File: src/rtl/shadow_register_file.sv
// Host-facing register file: writes land in shadow registers and reach the active
// panel configuration only through a frame-synchronised (or forced) commit.
module shadow_register_file #(
  parameter int          DATA_W       = 32,
  parameter int          ADDR_W       = 8,
  parameter int          IRQ_W        = 8,
  parameter int          WIN_W        = 12,
  parameter int          ROWS         = 2048,
  parameter int          COLS         = 2048,
  parameter int          INT_TIME_RST = 1000,
  parameter logic [31:0] VERSION      = 32'h0002_0000
) (
  input  logic              clk,
  input  logic              rst_n,
  input  logic [ADDR_W-1:0] reg_addr,
  input  logic [DATA_W-1:0] reg_wdata,
  input  logic              reg_write,
  input  logic              reg_read,
  output logic [DATA_W-1:0] reg_rdata,
  output logic              reg_rvalid,
  output logic              reg_err,
  input  logic              frame_boundary,
  input  logic              frame_busy,
  input  logic              fifo_empty,
  input  logic              fifo_full,
  input  logic              bias_ready,
  input  logic [IRQ_W-1:0]  irq_raw,
  output logic [15:0]       integration_time,
  output logic [2:0]        bias_sel,
  output logic [1:0]        bias_mode_select,
  output logic              idle_mode,
  output logic [WIN_W-1:0]  row_start,
  output logic [WIN_W-1:0]  row_end,
  output logic [WIN_W-1:0]  col_start,
  output logic [WIN_W-1:0]  col_end,
  output logic              frame_start,
  output logic              frame_reset,
  output logic              commit_done,
  output logic              irq_out
);

  typedef enum logic [0:0] {ST_IDLE = 1'b0, ST_PENDING = 1'b1} state_e;

  localparam logic [ADDR_W-1:0] A_CTRL    = ADDR_W'(0);
  localparam logic [ADDR_W-1:0] A_STATUS  = ADDR_W'(1);
  localparam logic [ADDR_W-1:0] A_BIAS    = ADDR_W'(2);
  localparam logic [ADDR_W-1:0] A_INT     = ADDR_W'(3);
  localparam logic [ADDR_W-1:0] A_ROW     = ADDR_W'(4);
  localparam logic [ADDR_W-1:0] A_COL     = ADDR_W'(5);
  localparam logic [ADDR_W-1:0] A_MASK    = ADDR_W'(6);
  localparam logic [ADDR_W-1:0] A_ISTAT   = ADDR_W'(7);
  localparam logic [ADDR_W-1:0] A_COMMIT  = ADDR_W'(8);
  localparam logic [ADDR_W-1:0] A_VERSION = ADDR_W'(9);
  localparam logic [WIN_W:0]    ROWS_L    = (WIN_W+1)'(ROWS);
  localparam logic [WIN_W:0]    COLS_L    = (WIN_W+1)'(COLS);

  state_e             state_q, state_d;
  logic [DATA_W-1:0]  rdata_q, rdata_d;
  logic               rvalid_q, err_q, err_d;
  logic               sh_idle_q, ac_idle_q;
  logic [1:0]         sh_bmode_q, ac_bmode_q;
  logic [2:0]         sh_bias_q, ac_bias_q;
  logic [15:0]        sh_int_q, ac_int_q;
  logic [WIN_W-1:0]   sh_rs_q, sh_re_q, sh_cs_q, sh_ce_q;
  logic [WIN_W-1:0]   ac_rs_q, ac_re_q, ac_cs_q, ac_ce_q;
  logic               force_q, commit_fail_q, commit_done_q, fs_q, fr_q, irq_out_q;
  logic [IRQ_W-1:0]   irq_mask_q, irq_mask_d, irq_stat_q, irq_stat_d, irq_prev_q, irq_clr_s;
  logic               wr_ctrl_s, wr_ro_s, mapped_s, start_err_s, arm_s, force_wr_s;
  logic               commit_go_s, win_ok_s, commit_ok_s, unused_s;

  assign unused_s    = ^reg_wdata;
  assign wr_ctrl_s   = reg_write & (reg_addr == A_CTRL);
  assign wr_ro_s     = reg_write & ((reg_addr == A_STATUS) | (reg_addr == A_VERSION));
  assign mapped_s    = (reg_addr <= A_VERSION);
  assign start_err_s = wr_ctrl_s & reg_wdata[0] & frame_busy;
  assign arm_s       = reg_write & (reg_addr == A_COMMIT) & reg_wdata[0];
  assign force_wr_s  = reg_write & (reg_addr == A_COMMIT) & reg_wdata[1];
  assign err_d       = ((reg_write | reg_read) & ~mapped_s) | wr_ro_s | start_err_s;

  // The commit samples the shadows as they stand before any same-cycle write.
  assign commit_go_s = force_q | ((state_q == ST_PENDING) & frame_boundary);
  assign win_ok_s    = (sh_rs_q <= sh_re_q) & (sh_cs_q <= sh_ce_q) &
                       ({1'b0, sh_re_q} < ROWS_L) & ({1'b0, sh_ce_q} < COLS_L);
  assign commit_ok_s = commit_go_s & win_ok_s;

  assign irq_clr_s   = (reg_write & (reg_addr == A_ISTAT)) ? reg_wdata[IRQ_W-1:0] : '0;
  assign irq_stat_d  = (irq_stat_q & ~irq_clr_s) | (irq_raw & ~irq_prev_q);
  assign irq_mask_d  = (reg_write & (reg_addr == A_MASK)) ? reg_wdata[IRQ_W-1:0] : irq_mask_q;

  // Commit FSM next state: a commit attempt always returns to idle.
  always_comb begin
    state_d = state_q;
    if (commit_go_s) begin
      state_d = ST_IDLE;
    end else if (arm_s) begin
      state_d = ST_PENDING;
    end else begin
      state_d = state_q;
    end
  end

  // Read mux over the pre-write register contents.
  always_comb begin
    rdata_d = '0;
    case (reg_addr)
      A_CTRL:    begin rdata_d[2] = sh_idle_q; rdata_d[4:3] = sh_bmode_q; end
      A_STATUS:  rdata_d[5:0] = {commit_fail_q, (state_q == ST_PENDING), bias_ready,
                                 fifo_full, fifo_empty, frame_busy};
      A_BIAS:    rdata_d[2:0] = sh_bias_q;
      A_INT:     rdata_d[15:0] = sh_int_q;
      A_ROW:     begin rdata_d[WIN_W-1:0] = sh_rs_q; rdata_d[16 +: WIN_W] = sh_re_q; end
      A_COL:     begin rdata_d[WIN_W-1:0] = sh_cs_q; rdata_d[16 +: WIN_W] = sh_ce_q; end
      A_MASK:    rdata_d[IRQ_W-1:0] = irq_mask_q;
      A_ISTAT:   rdata_d[IRQ_W-1:0] = irq_stat_q;
      A_VERSION: rdata_d = DATA_W'(VERSION);
      default:   rdata_d = '0;
    endcase
  end

  // All state: bus responses, shadows, active set, commit control and interrupts.
  always_ff @(posedge clk) begin
    if (!rst_n) begin
      state_q <= ST_IDLE;     rdata_q <= '0;          rvalid_q <= 1'b0;   err_q <= 1'b0;
      sh_idle_q <= 1'b0;      sh_bmode_q <= 2'd0;     sh_bias_q <= 3'd0;
      sh_int_q <= 16'(INT_TIME_RST);
      sh_rs_q <= '0; sh_re_q <= WIN_W'(ROWS-1); sh_cs_q <= '0; sh_ce_q <= WIN_W'(COLS-1);
      ac_idle_q <= 1'b0;      ac_bmode_q <= 2'd0;     ac_bias_q <= 3'd0;
      ac_int_q <= 16'(INT_TIME_RST);
      ac_rs_q <= '0; ac_re_q <= WIN_W'(ROWS-1); ac_cs_q <= '0; ac_ce_q <= WIN_W'(COLS-1);
      force_q <= 1'b0; commit_fail_q <= 1'b0; commit_done_q <= 1'b0;
      fs_q <= 1'b0; fr_q <= 1'b0; irq_out_q <= 1'b0;
      irq_mask_q <= '0; irq_stat_q <= '0; irq_prev_q <= '0;
    end else begin
      state_q  <= state_d;
      rvalid_q <= reg_read;
      rdata_q  <= reg_read ? rdata_d : '0;
      err_q    <= err_d;
      fs_q     <= wr_ctrl_s & reg_wdata[0] & ~frame_busy;
      fr_q     <= wr_ctrl_s & reg_wdata[1];
      force_q  <= force_wr_s;
      commit_done_q <= commit_ok_s;
      if (commit_go_s) commit_fail_q <= ~win_ok_s;
      if (commit_ok_s) begin
        ac_idle_q <= sh_idle_q; ac_bmode_q <= sh_bmode_q; ac_bias_q <= sh_bias_q;
        ac_int_q  <= sh_int_q;
        ac_rs_q <= sh_rs_q; ac_re_q <= sh_re_q; ac_cs_q <= sh_cs_q; ac_ce_q <= sh_ce_q;
      end
      if (wr_ctrl_s) begin
        sh_idle_q  <= reg_wdata[2];
        sh_bmode_q <= reg_wdata[4:3];
      end
      if (reg_write && reg_addr == A_BIAS) sh_bias_q <= reg_wdata[2:0];
      if (reg_write && reg_addr == A_INT)  sh_int_q  <= reg_wdata[15:0];
      if (reg_write && reg_addr == A_ROW) begin
        sh_rs_q <= reg_wdata[WIN_W-1:0];
        sh_re_q <= reg_wdata[16 +: WIN_W];
      end
      if (reg_write && reg_addr == A_COL) begin
        sh_cs_q <= reg_wdata[WIN_W-1:0];
        sh_ce_q <= reg_wdata[16 +: WIN_W];
      end
      irq_prev_q <= irq_raw;
      irq_stat_q <= irq_stat_d;
      irq_mask_q <= irq_mask_d;
      irq_out_q  <= |(irq_stat_d & irq_mask_d);
    end
  end

  assign reg_rdata        = rdata_q;
  assign reg_rvalid       = rvalid_q;
  assign reg_err          = err_q;
  assign integration_time = ac_int_q;
  assign bias_sel         = ac_bias_q;
  assign bias_mode_select = ac_bmode_q;
  assign idle_mode        = ac_idle_q;
  assign row_start        = ac_rs_q;
  assign row_end          = ac_re_q;
  assign col_start        = ac_cs_q;
  assign col_end          = ac_ce_q;
  assign frame_start      = fs_q;
  assign frame_reset      = fr_q;
  assign commit_done      = commit_done_q;
  assign irq_out          = irq_out_q;

endmodule
File: config.mk
export PLATFORM = sky130hd
export DESIGN_NAME = shadow_register_file
export DESIGN_NICKNAME = d
export VERILOG_FILES = /design/src/rtl/shadow_register_file.sv
export SDC_FILE = /design/constraint.sdc
export NUM_CORES = 1
export LEC_CHECK = 0
export CAP_MARGIN = 10
export CELL_PAD_IN_SITES_DETAIL_PLACEMENT = 1
export CELL_PAD_IN_SITES_GLOBAL_PLACEMENT = 1
export CORE_ASPECT_RATIO = 1.1
export CORE_MARGIN = 4
export CORE_UTILIZATION = 39
export CTS_CLUSTER_SIZE = 25
export DETAILED_ROUTE_END_ITERATION = 10
export PLACE_DENSITY = 0.88
export SETUP_SLACK_MARGIN = 0.3
export SLEW_MARGIN = 20
export SYNTH_ARGS = -nofsm -noshare
export SYNTH_HDL_FRONTEND = slang
export SYNTH_SLANG_ARGS = --single-unit
File: constraint.sdc
create_clock -name clk -period 3.1 [get_ports clk]
set_clock_uncertainty 0.1 [all_clocks]
set_input_delay 0.62 -clock clk [delete_from_list [all_inputs] [get_ports clk]]
set_output_delay 0.62 -clock clk [all_outputs]
set_load 0.01 [all_outputs]
==> results of run 1 <==
-- sequential cells by signal (all words and copies together), names as in the netlist, 3 cells and up --
name / count
bias_sel: 3
col_end: 12
col_start: 12
integration_time: 16
irq_mask_q: 8
irq_prev_q: 8
irq_stat_q: 8
reg_rdata: 28
row_end: 12
row_start: 12
sh_bias_q: 3
sh_ce_q: 12
sh_cs_q: 12
sh_int_q: 16
sh_re_q: 12
sh_rs_q: 12
-- metrics by stage --
step	instance area, µm²	hold slack [ns]	std cells
finish	11400	0.359	1402
global route	11400	0.382	1402
CTS	11200	0.365	1393
detailed placement	10300	0.316	1353
global placement	10300	0.300	1353
floorplan	8310	0.296	937
-- report_power, final --
group / switching (W) / total [W] / internal (W)
clock: 0.00110 / 0.00280 / 0.00170
combinational: 0.000149 / 0.000257 / 0.000108
sequential: 0.0000102 / 0.00261 / 0.00260
-- routing by layer --
layer / vias to the layer above / share of wire, %
met3: 92 / 5.7
met5: - / 0
met4: 0 / 4.7
li1: 3477 / -
met2: 331 / 51
met1: 3905 / 39
-- area by class of cell --
type                            instances  area (µm²)  area share [%]
Inverter                               28         111           0.973
Sequential cell                       201        4040            35.3
Timing Repair Buffer                  206        2140            18.7
Clock buffer                           32         649            5.68
Clock inverter                          6         108           0.941
Antenna cell                            1        2.50          0.0219
Multi-Input combinational cell        643        4030            35.3
Tap cell                              285         357            3.12
-- cells in the final DEF (no fill, tap or decap), types with 18 or more instances in the layout --
cell and n:
inv_1 22, nor2_1 107, o211ai_1 21, ha_1 18
a22oi_1 18, dfxtp_1 189, clkbuf_16 27, mux2i_1 78
nand2_1 214, buf_4 37, clkdlybuf4s50_1 155, a21oi_1 55
-- repair_timing --
item,4_1_cts,5_1_grt
pin swaps,1,6
resized for setup,9,41
setup endpoints to repair,71,79
buffers inserted,1,4
gates cloned,1,4
endpoints found under the hold margin,0,0
-- critical path, cell delays in order (launching register included) --
cell and delay (ns):
dfxtp_2 0.42, ha_4 0.24, nand4_1 0.24, nor3_2 0.13
a2111oi_4 0.31, a41oi_2 0.11, a2111oi_4 0.48, buf_6 0.31
clkbuf_16 0.22, mux2i_1 0.22
-- final timing paths --
check	from	end	slack (ns)	depth (start not counted)
setup / recovery	sh_rs_q[9]	integration_time[14]	0.24	9
hold / removal	col_start[4]	col_start[4]	0.36	2
setup reg to reg	sh_rs_q[9]	integration_time[14]	0.24	9
hold reg to reg	col_start[4]	col_start[4]	0.36	2
-- kinds of logic after synthesis --
| logic type | count (synthesis) | synth area share (%) |
|---|---|---|
| compound gates | 128 | 9.96 |
| fa+ha+maj | 24 | 3.62 |
| buf+inv | 93 | 5.08 |
| flops | 201 | 48.5 |
| mux | 94 | 12.6 |
| other cells | 1 | 0.0452 |
| simple gates | 393 | 20.1 |
==> results_tabular.tex, run 1 <==
\begin{tabular}{lr}
\hline
Metric & Value \\
\hline
\multicolumn{2}{l}{\textbf{Run status}} \\
Run status & complete, no violations \\
\multicolumn{2}{l}{\textbf{Synth}} \\
Combined area of all synthesized cells & between 8000 and 9000 µm² \\
Area share of the leading cell type in the synthesized netlist & 48.5\% \\
Top post-synthesis cells by area & dfxtp\_1 (49\%), nand2\_1 (9.7\%), mux2i\_1 (9.7\%), nor2\_1 (4.9\%), ha\_1 (3.6\%) \\
Library cells used by synthesis & 47 \\
Dominant cell type by area after synthesis & dfxtp\_1 \\
Async set-reset flop share out of synthesis & 0\% \\
Top-count cell post-synth & nand2\_1 \\
Avg Cell Area, Syn & 8.88 µm² \\
Count of warnings emitted by yosys & 0 \\
Prevailing post-synth register cell & dfxtp\_1 \\
Number of enable-type register cells in the synthesized netlist & 0 \\
Top cells by instance count after synthesis & nand2\_1 (215), dfxtp\_1 (201), nor2\_1 (109), mux2i\_1 (80), a21oi\_1 (57) \\
Sequential element share of the synthesized area & between 40\% and 50\% \\
Synth Instances & between 900 and 1k \\
Total of flip-flops plus latches after synthesis & 201 \\
\multicolumn{2}{l}{\textbf{Global route}} \\
Total routing usage reported by global routing & 24.7\% \\
Grt met2 use & roughly 44\% \\
Wire length of the first global-routing pass & 46800 µm \\
Largest net degree at the start of global routing & around 120 \\
Met3 Use GR & about 4.0\% \\
Number of global-route vias before repair & between 8k and 9k \\
Busiest grt layer & met2 \\
Fraction of met1 tracks used by global routing & slightly below 30\% \\
Aggregate global routing overflow & 0 \\
Initial antenna violation count & 1 \\
\multicolumn{2}{l}{\textbf{Run}} \\
Number of violations of the max-capacitance limit & 0 \\
\multicolumn{2}{l}{\textbf{Floorplan}} \\
Placeable Area & just over 20000 µm² \\
Initial cell density of the core & between 40\% and 50\% \\
Die outline area & between 20000 and 25000 µm² \\
Overall die width & roughly 150 µm \\
I/O Pins & $\sim$170 \\
Cell row count & 55 \\
Chip height & between 150 and 200 µm \\
\multicolumn{2}{l}{\textbf{Detailed routing}} \\
Total wirelength of the detailed-routed design & around 32000 µm \\
Remaining antenna violation count after routing & 0 \\
Total via count after detailed routing & 7805 \\
Remaining design rule violation count & 0 \\
1st-pass router iterations & 6 \\
Via-to-Cell Ratio & approximately 5.6 \\
Average wire length per cell after detail routing & between 20 and 25 µm \\
Initial DRC count & between 600 and 700 \\
\multicolumn{2}{l}{\textbf{CTS}} \\
Bufs on Longest Clock Path & 3 \\
Sinks on the clock net & 201 \\
TritonCTS buffer count & 22 \\
Number of buffers inserted by hold repair at cts & 0 \\
Number of H-tree levels & 1 \\
Worst-Skew Late Latency & 0.51 ns \\
Clock transition at the registers of the reported paths & 0.07 ns \\
CTS tree & done \\
CTS root buffer & clkbuf\_16 \\
\multicolumn{2}{l}{\textbf{Timing}} \\
Final setup violation count & 0 \\
Crit path setup slack, layout & approximately 0.24 ns \\
Relative slew slack & between 50 and 60\% \\
Crit path time final & 2.86 ns \\
Final clock period utilization by the worst path & around 92\% \\
Max Clock Freq & $\sim$0.35 GHz \\
Final-report hold violation count & 0 \\
Unrepaired setup endpoints after global routing & yes \\
Worst Tran Pin Value & 0.735 ns \\
Setup total negative slack & 0 ns \\
Slew Viols, Final & 0 \\
\multicolumn{2}{l}{\textbf{Cells and area}} \\
Filler instances & 2321 \\
Area Overhead vs Synth & 37.9\% \\
Ratio of cells with drive above 1 in the final layout & around an eighth \\
Core utilization of the finished layout & between 50\% and 60\% \\
Number of nets in the layout & between 1k and 1.5k \\
\multicolumn{2}{l}{\textbf{Pwr}} \\
Overall Power & 0.00567 W \\
Power density normalized to cell area & 495 nW/µm² \\
Maximum VDD drop & between 300 and 400 µV \\
Leakage component of the power & roughly 4.2 nW \\
\multicolumn{2}{l}{\textbf{Critical path}} \\
Data arrival, critical path & about 3.2 ns \\
Data required time of the critical path & $\sim$3.4 ns \\
Setup crit end kind & register \\
Largest fanout on the critical path & 8 \\
Startpoint-to-endpoint class of the critical path & reg2reg \\
CP startpoint kind & register \\
\multicolumn{2}{l}{\textbf{Place}} \\
Final RePlAce weighted congestion & just over 0.9 \\
Detailed placement HPWL & between 15000 and 20000 µm \\
Number of port buffers & $\sim$160 \\
Placement-stage worst setup slack & -0.134 ns \\
\multicolumn{2}{l}{\textbf{Hold path}} \\
Class of the tightest hold or removal check & reg2reg \\
\hline
\end{tabular}
Power figures use the tool's default switching activity.
==> inputs of run 2 (changes only) <==
- CTS_CLUSTER_SIZE: 25 -> default
==> results of run 2 <==
Final layout, timing and power as in run 1 (identical DEF).
